## src/rtl/adc_emu_spi_slave_if.sv

```systemverilog
// ----------------------------------------------------------------------------
// adc_emu_spi_slave_if
//   Bundles the SPI pins and the frame status outputs of the ADC emulator.
//
//   Signals
//     nCS         master -> slave  chip select, active-low
//     SCLK        master -> slave  SPI clock, idles high
//     DIN         master -> slave  command data, captured on SCLK rising edges
//     DOUT        slave  -> master serial conversion data, MSB first
//     DOUT_OE     slave  -> master DOUT drive enable (0 = high-impedance)
//     FRAME_DONE  slave  -> master one-CLK pulse on a valid frame
//     FRAME_ABORT slave  -> master one-CLK pulse on a short frame
//     ACTIVE_CH   slave  -> master channel of the current or last frame
//
//   CH_BITS must match the CH_BITS derived inside the slave from NUM_CH.
// ----------------------------------------------------------------------------
interface adc_emu_spi_slave_if #(
    parameter int CH_BITS = 2
);
    logic               nCS;
    logic               SCLK;
    logic               DIN;
    logic               DOUT;
    logic               DOUT_OE;
    logic               FRAME_DONE;
    logic               FRAME_ABORT;
    logic [CH_BITS-1:0] ACTIVE_CH;

    modport master (
        output nCS, SCLK, DIN,
        input  DOUT, DOUT_OE, FRAME_DONE, FRAME_ABORT, ACTIVE_CH
    );

    modport slave (
        input  nCS, SCLK, DIN,
        output DOUT, DOUT_OE, FRAME_DONE, FRAME_ABORT, ACTIVE_CH
    );
endinterface

```

## src/rtl/adc_emu_spi_slave.sv

```systemverilog
// ----------------------------------------------------------------------------
// adc_emu_spi_slave
//   Emulates a multi-channel SPI ADC. Each channel owns a free-running
//   counter that stands in for a conversion result. A frame starts on an
//   nCS falling edge, shifts the latched sample out MSB-first on DOUT
//   (one leading zero, DATA_BITS of data, zero padding, last bit tri-stated),
//   and captures a channel number on DIN for the following frame. A frame
//   with enough SCLK falling edges advances the converted channel's counter;
//   a short frame is aborted without side effects.
//
//   Ports
//     CLK   system clock, at least 4x SCLK; all logic on its rising edge
//     nRST  synchronous active-low reset
//     bus   adc_emu_spi_slave_if.slave (SPI pins, DOUT/DOUT_OE, status)
// ----------------------------------------------------------------------------
module adc_emu_spi_slave #(
    parameter int DATA_BITS  = 12,
    parameter int FRAME_BITS = 16,
    parameter int NUM_CH     = 4,
    parameter int INCREMENT  = 1,
    parameter int CH_OFFSET  = 256,
    parameter int MIN_FALLS  = 10
) (
    input  logic               CLK,
    input  logic               nRST,
    adc_emu_spi_slave_if.slave bus
);

    localparam int CH_BITS    = (NUM_CH > 1) ? $clog2(NUM_CH) : 1;
    localparam int IDX_BITS   = $clog2(FRAME_BITS);
    localparam int MAX_CODE   = (1 << DATA_BITS) - 1;
    localparam int WRAP_LIMIT = MAX_CODE - INCREMENT;

    localparam logic [IDX_BITS-1:0] LAST_IDX = IDX_BITS'(FRAME_BITS - 1);
    localparam logic [4:0]          EDGE_SAT = 5'd31;

    typedef enum logic [1:0] {
        IDLE      = 2'd0,
        ACTIVE    = 2'd1,
        WAIT_HIGH = 2'd2
    } state_t;

    state_t state, state_next;

    // ------------------------------------------------------------------
    // Pin synchronisers and edge detectors. nCS/SCLK rest at 1 so a
    // reset release with the pins idle produces no edge.
    // ------------------------------------------------------------------
    logic ncs_s1, ncs_s2, ncs_q;
    logic sclk_s1, sclk_s2, sclk_q;
    logic din_s1, din_s2;

    // NOTE: sequential state uses non-blocking assignments so every flop
    // samples the pre-edge value of its source, independent of block order.
    always_ff @(posedge CLK) begin
        if (!nRST) begin
            ncs_s1  <= 1'b1;
            ncs_s2  <= 1'b1;
            ncs_q   <= 1'b1;
            sclk_s1 <= 1'b1;
            sclk_s2 <= 1'b1;
            sclk_q  <= 1'b1;
            din_s1  <= 1'b0;
            din_s2  <= 1'b0;
        end else begin
            ncs_s1  <= bus.nCS;
            ncs_s2  <= ncs_s1;
            ncs_q   <= ncs_s2;
            sclk_s1 <= bus.SCLK;
            sclk_s2 <= sclk_s1;
            sclk_q  <= sclk_s2;
            din_s1  <= bus.DIN;
            din_s2  <= din_s1;
        end
    end

    logic ncs_fall, ncs_rise, sclk_fall, sclk_rise;
    assign ncs_fall  =  ncs_q  & ~ncs_s2;
    assign ncs_rise  = ~ncs_q  &  ncs_s2;
    assign sclk_fall =  sclk_q & ~sclk_s2;
    assign sclk_rise = ~sclk_q &  sclk_s2;

    // The synchroniser holds 1 through reset, so its output only reflects
    // the real nCS pin two edges after release. Until then the FSM waits in
    // WAIT_HIGH; this also hides the artificial falling edge seen when nCS
    // was held low across reset.
    logic [1:0] settle_cnt;
    logic       settled;

    always_ff @(posedge CLK) begin
        if (!nRST)
            settle_cnt <= 2'd0;
        else if (settle_cnt != 2'd2)
            settle_cnt <= settle_cnt + 2'd1;
    end

    assign settled = (settle_cnt == 2'd2);

    // ------------------------------------------------------------------
    // Frame state
    // ------------------------------------------------------------------
    logic [DATA_BITS-1:0] counters [NUM_CH];
    logic [DATA_BITS-1:0] sample;
    logic [CH_BITS-1:0]   next_ch;
    logic [CH_BITS-1:0]   active_ch;
    logic [CH_BITS-1:0]   cmd_ch;
    logic [IDX_BITS-1:0]  bit_idx;
    logic [4:0]           falls;
    logic [4:0]           rises;
    logic                 frame_done;
    logic                 frame_abort;

    // FSM control strobes
    logic start_frame, frame_ok, frame_bad, fall_evt, rise_evt;

    always_ff @(posedge CLK) begin
        if (!nRST)
            state <= WAIT_HIGH;
        else
            state <= state_next;
    end

    // NOTE: every output of this block gets a default before the case so
    // no path leaves a signal unassigned, which would infer a latch.
    always_comb begin
        state_next  = state;
        start_frame = 1'b0;
        frame_ok    = 1'b0;
        frame_bad   = 1'b0;
        fall_evt    = 1'b0;
        rise_evt    = 1'b0;

        case (state)
            WAIT_HIGH: begin
                if (ncs_rise || (settled && ncs_s2))
                    state_next = IDLE;
            end
            IDLE: begin
                if (ncs_fall) begin
                    state_next  = ACTIVE;
                    start_frame = 1'b1;
                end
            end
            ACTIVE: begin
                // nCS release wins over any SCLK edge on the same cycle.
                if (ncs_rise) begin
                    state_next = IDLE;
                    if (32'(falls) >= MIN_FALLS)
                        frame_ok = 1'b1;
                    else
                        frame_bad = 1'b1;
                end else begin
                    fall_evt = sclk_fall;
                    rise_evt = sclk_rise;
                end
            end
            default: state_next = WAIT_HIGH;
        endcase
    end

    // NOTE: the channel counters are reset like ordinary flops because each
    // channel must come out of reset with its own offset value.
    always_ff @(posedge CLK) begin
        if (!nRST) begin
            for (int n = 0; n < NUM_CH; n++)
                counters[n] <= DATA_BITS'(n * CH_OFFSET);
            sample      <= '0;
            next_ch     <= '0;
            active_ch   <= '0;
            cmd_ch      <= '0;
            bit_idx     <= '0;
            falls       <= '0;
            rises       <= '0;
            frame_done  <= 1'b0;
            frame_abort <= 1'b0;
        end else begin
            frame_done  <= frame_ok;
            frame_abort <= frame_bad;

            if (start_frame) begin
                sample    <= counters[next_ch];
                active_ch <= next_ch;
                bit_idx   <= '0;
                falls     <= '0;
                rises     <= '0;
            end

            if (fall_evt) begin
                if (falls != EDGE_SAT)
                    falls <= falls + 5'd1;
                if (bit_idx != LAST_IDX)
                    bit_idx <= bit_idx + IDX_BITS'(1);
            end

            if (rise_evt) begin
                if (rises != EDGE_SAT)
                    rises <= rises + 5'd1;
                // rises still holds the pre-edge count: rising edges
                // 2..CH_BITS+1 carry the channel number, MSB first.
                if (rises >= 5'd1 && 32'(rises) <= CH_BITS)
                    cmd_ch <= CH_BITS'({cmd_ch, din_s2});
            end

            if (frame_ok) begin
                if (32'(counters[active_ch]) <= WRAP_LIMIT)
                    counters[active_ch] <= counters[active_ch] + DATA_BITS'(INCREMENT);
                else
                    counters[active_ch] <= '0;

                if (32'(rises) >= CH_BITS + 1 && 32'(cmd_ch) < NUM_CH)
                    next_ch <= cmd_ch;
            end
        end
    end

    // ------------------------------------------------------------------
    // Serial output: bit_idx 0 is a leading zero, 1..DATA_BITS carry the
    // sample MSB first, the rest pad with zero, the final slot tri-states.
    // ------------------------------------------------------------------
    logic [DATA_BITS-1:0] shifted;
    logic                 dout;
    logic                 dout_oe;

    always_comb begin
        shifted = sample << (bit_idx - IDX_BITS'(1));
        dout    = 1'b0;
        dout_oe = 1'b0;
        if (state == ACTIVE && bit_idx != LAST_IDX) begin
            dout_oe = 1'b1;
            if (bit_idx != '0 && 32'(bit_idx) <= DATA_BITS)
                dout = shifted[DATA_BITS-1];
        end
    end

    assign bus.DOUT        = dout;
    assign bus.DOUT_OE     = dout_oe;
    assign bus.FRAME_DONE  = frame_done;
    assign bus.FRAME_ABORT = frame_abort;
    assign bus.ACTIVE_CH   = active_ch;

endmodule
```

## src/flat_wrapper.sv

```systemverilog
// flat-port wrapper written by rule: the top's interface ports become plain ports
module adc_emu_spi_slave_flat 
#(
    parameter int DATA_BITS  = 12,
    parameter int FRAME_BITS = 16,
    parameter int NUM_CH     = 4,
    parameter int INCREMENT  = 1,
    parameter int CH_OFFSET  = 256,
    parameter int MIN_FALLS  = 10
)
  (CLK, nRST, bus_nCS, bus_SCLK, bus_DIN, bus_DOUT, bus_DOUT_OE, bus_FRAME_DONE, bus_FRAME_ABORT, bus_ACTIVE_CH);
  adc_emu_spi_slave_if bus_i ();
  input  logic CLK;
  input  logic nRST;
  input wire logic [$bits(bus_i.nCS)-1:0] bus_nCS;
  input wire logic [$bits(bus_i.SCLK)-1:0] bus_SCLK;
  input wire logic [$bits(bus_i.DIN)-1:0] bus_DIN;
  output wire logic [$bits(bus_i.DOUT)-1:0] bus_DOUT;
  output wire logic [$bits(bus_i.DOUT_OE)-1:0] bus_DOUT_OE;
  output wire logic [$bits(bus_i.FRAME_DONE)-1:0] bus_FRAME_DONE;
  output wire logic [$bits(bus_i.FRAME_ABORT)-1:0] bus_FRAME_ABORT;
  output wire logic [$bits(bus_i.ACTIVE_CH)-1:0] bus_ACTIVE_CH;
  assign bus_i.nCS = bus_nCS;
  assign bus_i.SCLK = bus_SCLK;
  assign bus_i.DIN = bus_DIN;
  assign bus_DOUT = bus_i.DOUT;
  assign bus_DOUT_OE = bus_i.DOUT_OE;
  assign bus_FRAME_DONE = bus_i.FRAME_DONE;
  assign bus_FRAME_ABORT = bus_i.FRAME_ABORT;
  assign bus_ACTIVE_CH = bus_i.ACTIVE_CH;
  adc_emu_spi_slave #(.DATA_BITS(DATA_BITS), .FRAME_BITS(FRAME_BITS), .NUM_CH(NUM_CH), .INCREMENT(INCREMENT), .CH_OFFSET(CH_OFFSET), .MIN_FALLS(MIN_FALLS)) u_core (.CLK(CLK), .nRST(nRST), .bus(bus_i));
endmodule
```

## config.mk

```make
export PLATFORM = sky130hd
export DESIGN_NAME = adc_emu_spi_slave_flat
export DESIGN_NICKNAME = d
export VERILOG_FILES = /design/src/rtl/adc_emu_spi_slave_if.sv /design/src/rtl/adc_emu_spi_slave.sv /design/src/flat_wrapper.sv
export SDC_FILE = /design/constraint.sdc
export NUM_CORES = 1
export LEC_CHECK = 0
export CAP_MARGIN = 0
export CELL_PAD_IN_SITES_DETAIL_PLACEMENT = 1
export CELL_PAD_IN_SITES_GLOBAL_PLACEMENT = 2
export CORE_MARGIN = 2
export CORE_UTILIZATION = 42
export CTS_CLUSTER_DIAMETER = 200
export CTS_CLUSTER_SIZE = 12
export DETAILED_ROUTE_END_ITERATION = 10
export GPL_ROUTABILITY_DRIVEN = 1
export GPL_TIMING_DRIVEN = 0
export PLACE_DENSITY_LB_ADDON = 0.15
export SETUP_SLACK_MARGIN = 0.4
export SYNTH_ARGS = -nofsm -noshare
export SYNTH_HDL_FRONTEND = slang
export SYNTH_SLANG_ARGS = --single-unit
```

## constraint.sdc

```tcl
create_clock -name CLK -period 2.86 [get_ports CLK]
set_input_delay 0.429 -clock CLK [delete_from_list [all_inputs] [get_ports CLK]]
set_output_delay 0.429 -clock CLK [all_outputs]
set_load 0.01 [all_outputs]
```

==> flow_summary.toml, run 1 <==
[global_route]
grt_max_degree = 18
grt.overflow.total = 0
track_usage_pct = 21.1
grt_pass1_vias = 3602
grt_pass1_wl_um = 20000
grt_antenna_before_repair = 0

[worst_setup_path]
cpMaxStageDelayCell = "dfxtp_2"
end_kind = "output pin"
crit_family = "multiplexers"
start_kind = "flip-flop"
crit_arrival_ns = 1.99
max_stage_delay_ns = 0.35
criticalPathCategory = "flip-flop to output pin"
required_ns = 2.43
path_cells = "buf_8 -> inv_4 -> ha_4 -> mux4_2 -> mux2i_1 -> o21ai_1 -> and3_1 -> buf_2"
critPathBufInv = 3
path_max_fanout = 4

[job]
cap_violations = 0

[yosys]
ys_types = 51
synth_top_cells_by_area = "edfxtp_1 30%, dfxtp_1 20%, mux4_2 12%"
synthArstFlopShare_pct = 0
synth_area_per_cell_sq_um = 11.3
synth_top_flop_cell = "edfxtp_1"
yosysTopAreaCell = "edfxtp_1"
ys_seq_elements = 96
yosysWarnings = 0
synth_nets = 449
synth_edf_count = 48
ys_seq_area_share_pct = 49.4
syn-cell-area_sq_um = 4870
postSynthCellCount = 432
synth_top_cell_area_share_pct = 29.6

[pwr]
power.leakage_nw = 1.99
cellPowerDensity_nw_per_um2 = 505
ir_worst_vdd_mv = 0.489
p_total_mw = 2.88

[sta]
setup_ws_ns = 0.445
hold_violations = 0
setup_violations = 0
clock_skew_ns = 0.00507
worst_pin_slew_ns = 0.766
max_freq_mhz = 414
final_max_slew_viol_count = 0
rsz0062_at_grt = "yes"
fin_crit_sh_pct = 84.4
min_period_ns = 2.41
slew_headroom_pct = 48.7

[clock_network]
path_clk_slew_ns = 0.07
cts_sinks = 96
cts_root_buf = "clkbuf_16"
htreeDepth = 3
cts_tree = "yes"
insertion_delay_ns = 0.36
cts_buffers = 9
cts.path.max_buffers = 2
cts-hold-fix-buffers = 0

[place]
dp.cells = 585
post-place-ws_ns = -0.467
hpwl_um = 8540
io_buffers = 10
routabilityCongestion = 0.801

[final_layout]
fill_cells = 1239
fin_cells = 613
final_common_cell = "edfxtp_1"
final_cell_mix = "48 x edfxtp_1, 46 x nand2_1, 45 x dfxtp_1"
multiInputGateArea_sq_um = 2410
layout-drive-gt1-share_pct = 21.5
syn_to_final_growth_pct = 17.0
diodes = 0
seqCellArea_sq_um = 2410
nNetsFinal = 482
final_util_pct = 50.1

[detailed_routing]
routedWlPerCell_um = 20.2
vias = 3458
drc = 0
drt-initial-drc-count = 147
wl_um = 12400
viasPerCell = 5.64
dr.pass1.iters = 4
final_antenna_net_count = 0

[floorplan]
pin_count = 11
dieArea_sq_um = 12500
die_h_um = 112
die_w_um = 112
fp-row-count = 39
initial_utilization_pct = 42.8
core_area_sq_um = 11400

[min_path]
hp-class = "flip-flop to flip-flop"

[status]
status = "completed"
-- Yosys cell counts, types with 2 or more instances --
| master | instances |
|---|---|
| a21boi_0 | 19 |
| a21boi_1 | 2 |
| a21oi_1 | 9 |
| a311oi_2 | 2 |
| a31oi_1 | 2 |
| and2_1 | 8 |
| and3_1 | 4 |
| buf_2 | 5 |
| buf_6 | 2 |
| clkbuf_1 | 15 |
| dfxtp_1 | 48 |
| edfxtp_1 | 48 |
| ha_1 | 12 |
| inv_1 | 16 |
| mux2i_1 | 6 |
| mux4_1 | 2 |
| mux4_2 | 25 |
| nand2_1 | 50 |
| nand2b_1 | 10 |
| nand3_1 | 11 |
| nand3b_1 | 6 |
| nand4_1 | 4 |
| nor2_1 | 42 |
| nor2b_1 | 8 |
| nor3_1 | 19 |
| nor3_2 | 5 |
| nor4_1 | 4 |
| o2111ai_1 | 2 |
| o211ai_1 | 5 |
| o21a_1 | 4 |
| o21ai_0 | 8 |
| or3_1 | 4 |
| xnor2_1 | 5 |
| xor2_1 | 3 |
-- metrics by stage --
stage	setup TNS [ns]	hold slack, ns	area, sq um
CTS	0	0.423	5550
global route	0	0.429	5690
floorplan	0	0.386	4870
detailed placement	-17.23	0.407	5140
global placement	-16.22	0.402	5140
finish	0	0.416	5690
-- kinds of logic after synthesis --
| family | synth area share (%) |
|---|---|
| compound gates | 8.41 |
| xor+xnor | 1.44 |
| fa+ha+maj | 3.09 |
| buf+inv | 3.52 |
| flops | 49.4 |
| mux | 13.9 |
| simple gates | 20.3 |
-- path summary, 6_finish.rpt --
check | startpoint | to | slack [ns] | cells past startpoint
worst max-delay path | u_core.bit_idx[0] | bus_DOUT | 0.45 | 8
worst min-delay path | u_core.ncs_s1 | u_core.ncs_s2 | 0.42 | 1
worst max register to register | flip-flop | u_core.counters[0][8] | 0.48 | 7
worst min register to register | u_core.ncs_s1 | u_core.ncs_s2 | 0.42 | 1
-- layout make-up --
class                   count  area share, %
flip-flops and latches     96           42.4
inverters                  16           1.10
clock buffers              10           4.20
clock inverters             6          0.901
repair buffers             22           3.32
multi-input cells         297           42.3
well taps                 143           3.14
plain buffers              23           2.66
-- routing by layer --
metal	up-vias	GRT usage, %	part of all wire (%)
li1	1647	-	-
met1	1764	29.3	47
met2	35	33.9	49
met3	12	3.27	2.8
met4	0	7.65	1.6
met5	-	0	0
-- state kept, by name, indices dropped and copies added, names as in the netlist, named ones only --
name                    cells
u_core.settle_cnt           2
u_core.sample              12
u_core.counters            48
u_core.bus.FRAME_DONE       1
u_core.sclk_s2              1
u_core.ncs_s1               1
u_core.sclk_s1              1
u_core.next_ch              2
u_core.bit_idx              4
u_core.ncs_s2               1
u_core.rises                5
u_core.bus.FRAME_ABORT      1
u_core.cmd_ch               2
u_core.din_s1               1
u_core.state                2
u_core.din_s2               1
u_core.ncs_q                1
u_core.sclk_q               1
u_core.bus.ACTIVE_CH        2
u_core.falls                5
-- power by group --
part / internal (mW) / total, mW / leakage (nW) / switching, mW
sequential: 1.48 / 1.51 / 0.872 / 0.0268
combinational: 0.0745 / 0.168 / 0.974 / 0.0936
clock: 0.627 / 1.20 / 0.142 / 0.573
-- what timing repair did --
item,in CTS,in global routing
setup endpoints to repair,102,86
gates resized for setup,24,26
pin swaps,7,5
setup buffers,8,4
No activity file was read; power rests on OpenSTA's default activity.
==> inputs of run 2 (changes only) <==
==> constraint.sdc (replaced) <==
create_clock -name CLK -period 2.35 [get_ports CLK]
set_input_delay 0.3525 -clock CLK [delete_from_list [all_inputs] [get_ports CLK]]
set_output_delay 0.3525 -clock CLK [all_outputs]
set_load 0.01 [all_outputs]
==> run 2 against run 1 <==
Net effect: the run now ends with negative setup slack left; first-iteration DRC count grew 23%; final area is 13% higher; utilization increased by 6.7 points; sequential cell count unchanged; via count grew 6.9%; worst hold slack gained 0.0023 ns; global-route usage grew 2.2 points; wire length is 15% higher.
==> flow_summary.toml, run 2 (synthesis gave the netlist of run 1 again) <==
[worst_setup_path]
criticalPathCategory = "flip-flop to flip-flop"
end_kind = "flip-flop"
max_stage_delay_ns = 0.51
r2r_cells = 8
crit_cells = 8
crit_family = "simple AND/OR/NAND/NOR gates"
required_ns = 2.44
path_max_fanout = 5
cpMaxStageDelayCell = "mux4_2"
crit_arrival_ns = 2.48
start_kind = "flip-flop"
path_cells = "buf_12 -> mux4_2 -> ha_2 -> and4b_4 -> buf_4 -> nand3_2 -> a311oi_4 -> nand2_1"
critPathBufInv = 2

[place]
routabilityCongestion = 0.798
hpwl_um = 8680
io_buffers = 10
dp.cells = 585

[detailed_routing]
drc = 0
wl_um = 14200
final_antenna_net_count = 0
drt-initial-drc-count = 181
vias = 3695
viasPerCell = 5.65
routedWlPerCell_um = 21.8
dr.pass1.iters = 5

[floorplan]
core_area_sq_um = 11400
pin_count = 11
fp-row-count = 39
die_w_um = 112
dieArea_sq_um = 12500
initial_utilization_pct = 42.8
die_h_um = 112

[clock_network]
insertion_delay_ns = 0.35
cts_buffers = 9
htreeDepth = 3
cts_root_buf = "clkbuf_16"
path_clk_slew_ns = 0.07
cts.path.max_buffers = 2
cts-hold-fix-buffers = 0
cts_tree = "yes"
cts_sinks = 96

[final_layout]
syn_to_final_growth_pct = 32.7
final_util_pct = 56.8
layout-drive-gt1-share_pct = 37.4
nNetsFinal = 523
reg.largest.list = "u_core.counters: 48 flops, u_core.sample: 12 flops"
largest_reg_flops = 48
fill_cells = 1169
final_common_cell = "edfxtp_1"
fin_cells = 654
final_cell_mix = "48 x edfxtp_1, 44 x nand2_1, 39 x buf_4"
regMostFlops = "u_core.counters"
diodes = 0

[global_route]
grt_max_degree = 17
grt_antenna_before_repair = 0
grt_pass1_wl_um = 22100
grt.overflow.total = 0
track_usage_pct = 23.3
grt_pass1_vias = 3914

[sta]
hold_violations = 0
slew_headroom_pct = 54.3
max_freq_mhz = 418
final_max_slew_viol_count = 0
fin_crit_sh_pct = 102
setup_ws_ns = -0.0441
rsz0062_at_grt = "yes"
setup_violations = 11
worst_pin_slew_ns = 0.684
min_period_ns = 2.39
fin_setup_tns_ns = -0.223
clock_skew_ns = 0.0103

[pwr]
cellPowerDensity_nw_per_um2 = 563
ir_worst_vdd_mv = 0.426
power.leakage_nw = 2.29

[min_path]
hold_depth = 1
hp-class = "flip-flop to flip-flop"

[job]
cap_violations = 0

[status]
violations = "negative setup slack"
status = "finished, violations left"
## run 2: cell types whose count changed in the layout (fill, tap and decap cells not counted), sizes merged
cell and delta:
clkinv +1, clkinvlp -1, buf +38, clkdlybuf4s50 -1, inv -1, nand2 +2, bufinv +1, clkbuf +1
dlygate4sd2 +1
## run 2: worst paths after layout
path,start,end,slack (ns)
worst max-delay path,flip-flop,u_core.counters[3][9],-0.04
worst min register to register,u_core.ncs_s1,u_core.ncs_s2,0.42
worst min-delay path,u_core.ncs_s1,u_core.ncs_s2,0.42
worst max register to register,flip-flop,u_core.counters[3][9],-0.04
## run 2: metrics by stage
stage | setup WS [ns] | total power, mW | hold slack [ns] | instance area (sq um)
2_1_floorplan | 0.0368 | 2.01 | 0.386 | 4950
3_3_place_gp | -0.948 | 2.06 | 0.400 | 5230
3_5_place_dp | -0.898 | 2.08 | 0.405 | 5230
4_1_cts | 0.00809 | 3.65 | 0.422 | 6240
5_1_grt | -0.149 | 3.76 | 0.447 | 6460
6_report | -0.0441 | 3.63 | 0.418 | 6460
## run 2: layer usage
| layer | up-vias | GRT usage (%) | routed length [um] |
|---|---|---|---|
| li1 | 1728 | - | - |
| met1 | 1880 | 32.4 | 6480 |
| met2 | 68 | 36.1 | 6810 |
| met3 | 19 | 4.03 | 580 |
| met4 | 0 | 10.2 | 361 |
| met5 | - | 0 | 0 |
## run 2: what timing repair did
item,CTS,global route
setup buffers,37,11
setup endpoints to repair,128,100
hold endpoints to repair,0,0
pin swaps,27,18
gates cloned,4,1
gates resized for setup,88,33
## run 2: final cells by class
class	instances	area (sq um)	share of cell area, %
Multi-Input combinational cell	299	2710	41.9
Clock inverter	6	62.6	0.969
Tap cell	143	179	2.77
Inverter	16	62.6	0.969
Sequential cell	96	2420	37.5
Buffer	23	190	2.95
Clock buffer	10	250	3.88
Timing Repair Buffer	61	584	9.05
## run 2: power breakdown
part	leakage, nW	total (mW)	internal (mW)	switching, mW
sequential	0.875	1.84	1.80	0.0356
clock	0.158	1.54	0.892	0.650
combinational	1.26	0.253	0.117	0.136
total	2.29	3.63	2.81	0.821
==> inputs of run 3 (changes only) <==
--- a/config.mk
+++ b/config.mk
@@ -5,11 +5,12 @@
 export SDC_FILE = /design/constraint.sdc
 export NUM_CORES = 1
 export LEC_CHECK = 0
+export ABC_AREA = 1
 export CAP_MARGIN = 0
 export CELL_PAD_IN_SITES_DETAIL_PLACEMENT = 1
 export CELL_PAD_IN_SITES_GLOBAL_PLACEMENT = 2
 export CORE_MARGIN = 2
-export CORE_UTILIZATION = 42
+export CORE_UTILIZATION = 37
 export CTS_CLUSTER_DIAMETER = 200
 export CTS_CLUSTER_SIZE = 12
 export DETAILED_ROUTE_END_ITERATION = 10
==> run 3 against run 2 <==
Net effect: the run now ends clean; clock skew shrank 0.00096 ns; register-to-register slack gained 0.23 ns; combinational power grew 74%; final area grew 2.1%; worst hold slack lost 0.0068 ns; critical path type unchanged.
==> flow_summary.toml, run 3 <==
[status]
status = "completed"

[sta]
fin_crit_sh_pct = 92.1
min_period_ns = 2.16
max_freq_mhz = 462
rsz0062_at_grt = "yes"
clock_skew_ns = 0.00937
final_max_slew_viol_count = 0
setup_ws_ns = 0.186
setup_violations = 0
worst_pin_slew_ns = 0.823
slew_headroom_pct = 45.1
hold_violations = 0
hold_ws_ns = 0.411

[place]
dp.cells = 808
hpwl_um = 11000
io_buffers = 10
post-place-ws_ns = -1.00
routabilityCongestion = 0.830

[yosys]
synth_top_cell_area_share_pct = 29.9
yosysMostFrequentCell = "nand2_1"
syn-cell-area_sq_um = 4820
synthArstFlopShare_pct = 0
synth_area_per_cell_sq_um = 7.71
synth_top_cells_by_area = "edfxtp_1 30%, dfxtp_1 20%, nand2_1 9.1%"
synth_edf_count = 48
ys_seq_elements = 96
synth_top_flop_cell = "edfxtp_1"
yosysWarnings = 0
synth_nets = 643
yosysTopAreaCell = "edfxtp_1"
postSynthCellCount = 626
synth_commonest_cells = "117 x nand2_1, 116 x nor2_1, 69 x inv_1, 62 x o21ai_0, 49 x nand3_1"
ys_types = 30
ys_seq_area_share_pct = 49.8

[global_route]
grt_max_degree = 17
grt_pass1_vias = 4777
grt_pass1_wl_um = 26200
track_usage_pct = 24.7
grt_antenna_before_repair = 0
grt.overflow.total = 0

[final_layout]
syn_to_final_growth_pct = 36.6
final_cell_mix = "88 x nor2_1, 87 x nand2_1, 58 x o21ai_0"
final_util_pct = 52.0
final_common_cell = "nor2_1"
fin_cells = 873
regMostFlops = "u_core.counters"
fill_cells = 1508
reg.largest.list = "u_core.counters: 48 flops, u_core.sample: 12 flops"
largest_reg_flops = 48
nNetsFinal = 713
layout-drive-gt1-share_pct = 29.5
diodes = 0

[detailed_routing]
drc = 0
final_antenna_net_count = 0
wl_um = 17600
viasPerCell = 5.37
vias = 4685
dr.pass1.iters = 5
routedWlPerCell_um = 20.1
drt-initial-drc-count = 351

[floorplan]
initial_utilization_pct = 38.1
die_h_um = 118
die_w_um = 118
core_area_sq_um = 12700
fp-row-count = 41
dieArea_sq_um = 14000
pin_count = 11

[clock_network]
cts.path.max_buffers = 2
path_clk_slew_ns = 0.07
cts_tree = "yes"
cts_buffers = 9
cts_sinks = 96
cts_root_buf = "clkbuf_16"
insertion_delay_ns = 0.36
htreeDepth = 3

[job]
cap_violations = 0

[pwr]
power.leakage_nw = 2.63
cellPowerDensity_nw_per_um2 = 589
ir_worst_vdd_mv = 0.396
p_total_mw = 3.88

[worst_setup_path]
end_kind = "flip-flop"
start_kind = "flip-flop"
max_stage_delay_ns = 0.39
path_cells = "inv_8 -> buf_6 -> buf_6 -> nand2_2 -> nand3_2 -> nand2_2 -> inv_2 -> ha_4 -> nor2_4 -> nand2_2 -> nor2_4 -> a21oi_4 -> buf_12 -> nand3_4 -> nor2_1"
required_ns = 2.46
criticalPathCategory = "flip-flop to flip-flop"
cpMostUsedCell = "nand2_2"
path_max_fanout = 6
cpMaxStageDelayCell = "dfxtp_4"
crit_arrival_ns = 2.28

[min_path]
hp-class = "flip-flop to flip-flop"
## run 3: timing repair
item / CTS / global route
hold buffers: 0 / 0
pin swaps: 23 / 15
setup buffers: 29 / 15
endpoints found under the setup margin: 102 / 118
cloned: 4 / 1
gates resized for setup: 137 / 67
## run 3: path summary, 6_finish.rpt
check / startpoint / to / slack (ns) / cells past startpoint
setup reg to reg: flip-flop / u_core.counters[1][7] / 0.19 / 15
hold / removal: u_core.sclk_s1 / u_core.sclk_s2 / 0.41 / 1
hold reg to reg: u_core.sclk_s1 / u_core.sclk_s2 / 0.41 / 1
setup / recovery: flip-flop / u_core.counters[1][7] / 0.19 / 15
## run 3: critical path, delay by kind of cell (launching register included)
| kind | cells | cell delay (ns) |
|---|---|---|
| buffers and inverters | 5 | 0.51 |
| and+or+nand+nor | 8 | 0.77 |
| DFF | 1 | 0.39 |
| adders and majority gates | 1 | 0.17 |
| AOI/OAI and AO/OA | 1 | 0.08 |
## run 3: cell type report
cell class | instances | area, sq um | share of cell area [%]
inverters | 72 | 292 | 4.42
well taps | 172 | 215 | 3.26
multi-input cells | 439 | 2640 | 40.0
clock buffers | 11 | 243 | 3.68
clock inverters | 5 | 63.8 | 0.968
flip-flops and latches | 96 | 2420 | 36.7
plain buffers | 23 | 198 | 3.00
repair buffers | 55 | 526 | 7.97
## run 3: through the flow
step / area [sq um] / setup TNS, ns
6_report: 6590 / 0
5_1_grt: 6590 / 0
4_1_cts: 6240 / 0
3_5_place_dp: 5190 / -40.64
3_3_place_gp: 5190 / -40.05
2_1_floorplan: 4870 / 0
## run 3: cells by family after synthesis
logic type                 synth area share (%)
xor gates and xnor gates                  0.363
buffers and inverters                      7.62
and+or+nand+nor                            25.4
AOI/OAI and AO/OA                          13.7
adders and majority gates                  3.11
DFF                                        49.8
## run 3: power by group
| group | internal (mW) | switching [mW] |
|---|---|---|
| combinational | 0.152 | 0.287 |
| clock | 0.868 | 0.710 |
| sequential | 1.82 | 0.0466 |
| total | 2.84 | 1.04 |
## run 3: layer usage
metal	track usage, %	share of wire [%]
met5	0	0
met4	12.0	2.9
met3	3.09	3.1
met2	42.7	51
met1	30.4	43
